## config.mk

```make
export PLATFORM = sky130hd
export DESIGN_NAME = noc_output_vc_arbiter
export DESIGN_NICKNAME = d
export VERILOG_FILES = /design/src/rtl/noc_output_vc_arbiter.sv
export SDC_FILE = /design/constraint.sdc
export NUM_CORES = 1
export LEC_CHECK = 0
export ABC_AREA = 1
export CORE_ASPECT_RATIO = 1.75
export CORE_MARGIN = 2
export CORE_UTILIZATION = 36
export CTS_CLUSTER_SIZE = 40
export DETAILED_ROUTE_END_ITERATION = 10
export PLACE_DENSITY = 0.58
export SYNTH_ARGS = -nofsm -noshare
export SYNTH_HDL_FRONTEND = slang
export SYNTH_SLANG_ARGS = --single-unit
```

## constraint.sdc

```tcl
create_clock -name clk -period 4.65 [get_ports clk]
set_input_delay 0.465 -clock clk [delete_from_list [all_inputs] [get_ports clk]]
set_output_delay 0.465 -clock clk [all_outputs]
set_load 0.05 [all_outputs]
```

## src/rtl/noc_output_vc_arbiter.sv

```systemverilog
// Output-port switch/VC arbiter: round-robin over input ports, wormhole lock per packet, per-VC credit tracking.
// Optional build macro NOC_RESP_PRIORITY_EN: eligible response packets win over requests in IDLE.
module noc_output_vc_arbiter #(
  parameter int NUM_IN       = 5,
  parameter int VC_COUNT     = 3,
  parameter int BUFFER_DEPTH = 4,
  parameter int VC_W         = (VC_COUNT > 1) ? $clog2(VC_COUNT) : 1,
  parameter int CNT_W        = $clog2(BUFFER_DEPTH + 1)
) (
  input  logic                      clk,
  input  logic                      rst_n,
  input  logic [NUM_IN-1:0]         req_valid,
  input  logic [NUM_IN*VC_W-1:0]    req_vc,
  input  logic [NUM_IN-1:0]         req_head,
  input  logic [NUM_IN-1:0]         req_tail,
  input  logic [NUM_IN-1:0]         req_is_resp,
  input  logic                      credit_ret,
  input  logic [VC_W-1:0]           credit_ret_vc,
  output logic [NUM_IN-1:0]         grant,
  output logic                      out_valid,
  output logic [VC_W-1:0]           out_vc,
  output logic                      locked,
  output logic [VC_COUNT*CNT_W-1:0] credit_cnt,
  output logic                      credit_err
);

  localparam int IDX_W  = (NUM_IN > 1) ? $clog2(NUM_IN) : 1;
  localparam int VC_PAD = 1 << VC_W;

  typedef enum logic {IDLE = 1'b0, LOCKED = 1'b1} state_e;

  state_e            state_q, state_d;
  logic [IDX_W-1:0]  rr_ptr_q, rr_ptr_d;
  logic [IDX_W-1:0]  lock_in_q, lock_in_d;
  logic [VC_W-1:0]   lock_vc_q, lock_vc_d;
  logic              credit_err_q, credit_err_d;

  logic [VC_PAD-1:0]   credit_ok;
  logic [VC_COUNT-1:0] overflow;
  logic [NUM_IN-1:0]   head_elig;
  logic [NUM_IN-1:0]   cand;
  logic [NUM_IN-1:0]   grant_c;
  logic [VC_W-1:0]     vc_c;
  logic [IDX_W-1:0]    win_idx;
  logic                win_found;
  int                  probe;

  // VC codes beyond VC_COUNT map to a permanently empty credit slot, so they never win.
  for (genvar gi = 0; gi < VC_PAD; gi++) begin : g_vc
    if (gi < VC_COUNT) begin : g_real
      logic [CNT_W-1:0] cnt_q, cnt_d;
      logic             take, give;

      assign take          = (|grant_c) && (int'(vc_c) == gi);
      assign give          = credit_ret && (int'(credit_ret_vc) == gi);
      assign overflow[gi]  = give && !take && (cnt_q == CNT_W'(BUFFER_DEPTH));
      assign credit_ok[gi] = (cnt_q != '0);
      assign credit_cnt[gi*CNT_W +: CNT_W] = cnt_q;

      always_comb begin
        cnt_d = cnt_q;
        if (take && !give) begin
          cnt_d = cnt_q - 1'b1;
        end else if (give && !take && !overflow[gi]) begin
          cnt_d = cnt_q + 1'b1;
        end
      end

      always_ff @(posedge clk or negedge rst_n) begin
        if (!rst_n) begin
          cnt_q <= CNT_W'(BUFFER_DEPTH);
        end else begin
          cnt_q <= cnt_d;
        end
      end
    end else begin : g_pad
      assign credit_ok[gi] = 1'b0;
    end
  end

  for (genvar gi = 0; gi < NUM_IN; gi++) begin : g_in
    logic [VC_W-1:0] vc_i;
    assign vc_i          = req_vc[gi*VC_W +: VC_W];
    assign head_elig[gi] = req_valid[gi] & req_head[gi] & credit_ok[vc_i];
  end

`ifdef NOC_RESP_PRIORITY_EN
  always_comb begin
    cand = head_elig;
    if (|(head_elig & req_is_resp)) begin
      cand = head_elig & req_is_resp;
    end
  end
`else
  logic unused_resp;
  assign unused_resp = ^req_is_resp;
  assign cand        = head_elig;
`endif

  // Search starts just after the last winner, so the previous winner has lowest priority.
  always_comb begin
    win_found = 1'b0;
    win_idx   = '0;
    probe     = 0;
    for (int k = 1; k <= NUM_IN; k++) begin
      probe = (int'(rr_ptr_q) + k) % NUM_IN;
      if (!win_found && cand[probe]) begin
        win_found = 1'b1;
        win_idx   = IDX_W'(probe);
      end
    end
  end

  always_comb begin
    grant_c = '0;
    vc_c    = lock_vc_q;
    if (state_q == LOCKED) begin
      if (req_valid[lock_in_q] && credit_ok[lock_vc_q]) begin
        grant_c[lock_in_q] = 1'b1;
      end
    end else begin
      vc_c = '0;
      if (win_found) begin
        grant_c[win_idx] = 1'b1;
        vc_c             = req_vc[int'(win_idx)*VC_W +: VC_W];
      end
    end
  end

  always_comb begin
    state_d   = state_q;
    rr_ptr_d  = rr_ptr_q;
    lock_in_d = lock_in_q;
    lock_vc_d = lock_vc_q;
    if (state_q == IDLE) begin
      if (win_found) begin
        rr_ptr_d = win_idx;
        if (!req_tail[win_idx]) begin
          state_d   = LOCKED;
          lock_in_d = win_idx;
          lock_vc_d = vc_c;
        end
      end
    end else if ((|grant_c) && req_tail[lock_in_q]) begin
      state_d = IDLE;
    end
  end

  assign credit_err_d = credit_err_q | (|overflow);

  always_ff @(posedge clk or negedge rst_n) begin
    if (!rst_n) begin
      state_q      <= IDLE;
      rr_ptr_q     <= IDX_W'(NUM_IN - 1);
      lock_in_q    <= '0;
      lock_vc_q    <= '0;
      credit_err_q <= 1'b0;
    end else begin
      state_q      <= state_d;
      rr_ptr_q     <= rr_ptr_d;
      lock_in_q    <= lock_in_d;
      lock_vc_q    <= lock_vc_d;
      credit_err_q <= credit_err_d;
    end
  end

  assign grant      = rst_n ? grant_c : '0;
  assign out_valid  = |grant;
  assign out_vc     = rst_n ? vc_c : '0;
  assign locked     = (state_q == LOCKED);
  assign credit_err = credit_err_q;

  // A head on the owning input mid-packet is still forwarded as a body flit.
  a_no_head_while_locked: assert property (@(posedge clk) disable iff (!rst_n)
    !(state_q == LOCKED && req_valid[lock_in_q] && req_head[lock_in_q]));

endmodule

```

==> impl_metrics.env <==
export IMPL_drive_gt1_share_pct=39.7
export IMPL_grt_ovfl_total=0
export IMPL_vias=4165
export IMPL_area_growth_syn_to_layout_pct=53.5
export IMPL_hold_viol=0
export IMPL_slew_headroom_pct=59.3
export IMPL_skew_ps=2.08
export IMPL_fmax_mhz=206
export IMPL_fin_crit_sh_pct=104
export IMPL_antenna_left=0
export IMPL_die_h_um=137
export IMPL_cts_root_buf="clkbuf_16"
export IMPL_io_pins=54
export IMPL_cts_buffers=3
export IMPL_endpoint_kind="output pin"
export IMPL_wl_per_cell_um=13.9
export IMPL_grt_max_degree=21
export IMPL_status="complete, but fails checks"
export IMPL_die_w_um=80.0
export IMPL_synth_area_mm2=0.00364
export IMPL_synth_cells=567
export IMPL_violations="negative setup slack"
export IMPL_grt_pass1_wl_um=18900
export IMPL_slowest_delay_ps=550
export IMPL_place_ws_ps=-243
export IMPL_ys_types=45
export IMPL_grt_setup_unrepaired="yes"
export IMPL_layout_min_cycle_time_ps=4840
export IMPL_final_nets=766
export IMPL_diodes=0
export IMPL_cts_buffer_depth=2
export IMPL_gp_congestion=0.920
export IMPL_cts_tree="yes"
export IMPL_wirelength_um=11500
export IMPL_required_ps=4180
export IMPL_hold_ws_ps=495
export IMPL_ys_warnings_count=0
export IMPL_antenna_found_initial=0
export IMPL_drc=0
export IMPL_synth_flop_cell="dfrtp_1"
export IMPL_hpwl_um=9260
export IMPL_grt_usage_pct=21.7
export IMPL_cp_max_fo=5
export IMPL_cp_slowest_cell="dfstp_2"
export IMPL_seq_area_frac_synth_pct=13.2
export IMPL_crit_type="reg -> out"
export IMPL_coreArea_mm2=0.00985
export IMPL_avgSynthCellArea_um2=6.41
export IMPL_layout_cells_most_common_list="nand2_1 (124), inv_1 (76), buf_4 (67)"
export IMPL_final_core_util_pct=56.7
export IMPL_syn_num_nets=632
export IMPL_hold_class="reg -> reg"
export IMPL_fillCellCount=953
export IMPL_ys_seq_elements=19
export IMPL_final_common_cell="nand2_1"
export IMPL_dieArea_mm2=0.0110
export IMPL_drv_cap=0
export IMPL_synth_enable_flop_cells=0
export IMPL_path_clk_slew_ps=60
export IMPL_setup_viol=12
export IMPL_clock_sinks=19
export IMPL_dr_pass1_iters=5
export IMPL_crit_path_frequent_cell="nand2_1"
export IMPL_crit_path_start_kind="flop"
export IMPL_drt_iter0_markers=139
export IMPL_rows=48
export IMPL_ys_top_cells_by_area="nand2_1 (15%), dfrtp_1 (10%), ha_1 (8.9%), nand3_1 (8.7%), inv_1 (8.7%)"
export IMPL_slew_violations=0
export IMPL_clk_latency_ps=260
export IMPL_grt_pass1_vias=4234
export IMPL_async_flop_share_pct=100
export IMPL_viasPerCell=5.05
export IMPL_initial_utilization_pct=36.9
export IMPL_yosys_area_top_type="nand2_1"
export IMPL_worst_slew_pin_slew_ps=610
export IMPL_synth_top_cell_area_share_pct=15.5
export IMPL_io_buffers=48
export IMPL_layout_setup_ws_ps=-195
export IMPL_h_tree_depth=1
export IMPL_cp_data_arrival_time_ps=4380
-- kinds of logic after synthesis --
group / after synthesis / synth area share, %
and+or+nand+nor: 345 / 52.5
buffers and inverters: 106 / 11.2
DFF: 19 / 13.2
xor gates and xnor gates: 5 / 1.62
AOI/OAI and AO/OA: 62 / 10.3
adders and majority gates: 30 / 11.1
-- per-stage QoR --
stage               TNS [ps]  instance area [um^2]  cells
detailed placement     -2020                  4870    800
global placement       -1070                  4870    800
global route           -5550                  5580    825
finish                 -1220                  5580    825
CTS                     -488                  5230    813
floorplan              -13.1                  3700    567
-- area by class of cell --
type	instances	area, um^2	area share [%]
Timing Repair Buffer	133	1270	22.8
Tap cell	125	156	2.80
Sequential cell	19	480	8.61
Multi-Input combinational cell	442	3200	57.3
Inverter	102	394	7.06
Clock buffer	4	78.8	1.41
-- Yosys cell counts (2+ instances only) --
cell / n
nand4_2: 5
o21ai_1: 8
nand3b_1: 6
xor2_2: 2
inv_2: 16
nor2_1: 28
ha_1: 26
o211ai_1: 5
nand3_4: 3
nand3_2: 21
dfrtp_1: 15
a21oi_1: 18
o21ai_2: 2
nor3_1: 8
nor2_2: 5
xor2_1: 3
nor3_2: 6
nand2_2: 19
nand2_4: 7
nand2_1: 150
clkbuf_1: 3
o21a_1: 4
nor2_4: 4
nand3_1: 63
fa_1: 4
nor2_8: 2
inv_1: 84
nand4_1: 13
o21ai_0: 18
dfstp_2: 4
-- registers in the layout (all words and copies together), names as in the netlist --
name,count
lock_in_q,3
g_vc.g_real.cnt_q,9
credit_err,1
lock_vc_q,2
locked,1
rr_ptr_q,3
-- final timing paths --
kind / startpoint / to / slack [ps] / depth (start not counted)
setup / recovery: rr_ptr_q[2] / out_valid / -190 / 29
hold / removal: g_vc[2].g_real.cnt_q[2] / g_vc[2].g_real.cnt_q[2] / 500 / 2
setup reg to reg: rr_ptr_q[2] / g_vc[0].g_real.cnt_q[1] / -140 / 34
hold reg to reg: g_vc[2].g_real.cnt_q[2] / g_vc[2].g_real.cnt_q[2] / 500 / 2
max in group asynchronous: rst_n / rr_ptr_q[2] / 3820 / 2
min in group asynchronous: rst_n / g_vc[0].g_real.cnt_q[0] / 550 / 2
-- metal layers --
layer | share of wire (%) | wire, um | GRT usage [%]
met1 | 37 | 4210 | 21.4
met2 | 56 | 6480 | 42.9
met3 | 2.3 | 261 | 1.52
met4 | 4.8 | 555 | 12.0
met5 | 0 | 0 | 0
-- critical path: cells and delay by family (launching register included) --
| kind | cells | cell delay [ps] |
|---|---|---|
| adder cells (fa/ha/maj) | 3 | 860 |
| XOR/XNOR | 1 | 180 |
| AO/OA/AOI/OAI | 3 | 220 |
| flip-flops | 1 | 550 |
| AND/OR/NAND/NOR | 15 | 1570 |
| buffers and inverters | 7 | 730 |
-- repair_timing --
item                       in CTS  in global routing
hold buffers                    0                  0
pin swaps                      12                 34
setup endpoints to repair      17                 24
setup buffers                   9                 13
resized for setup              55                 65
Power is not shown: default switching activity piles up to over one toggle a cycle in this logic, so the estimate is an artifact.
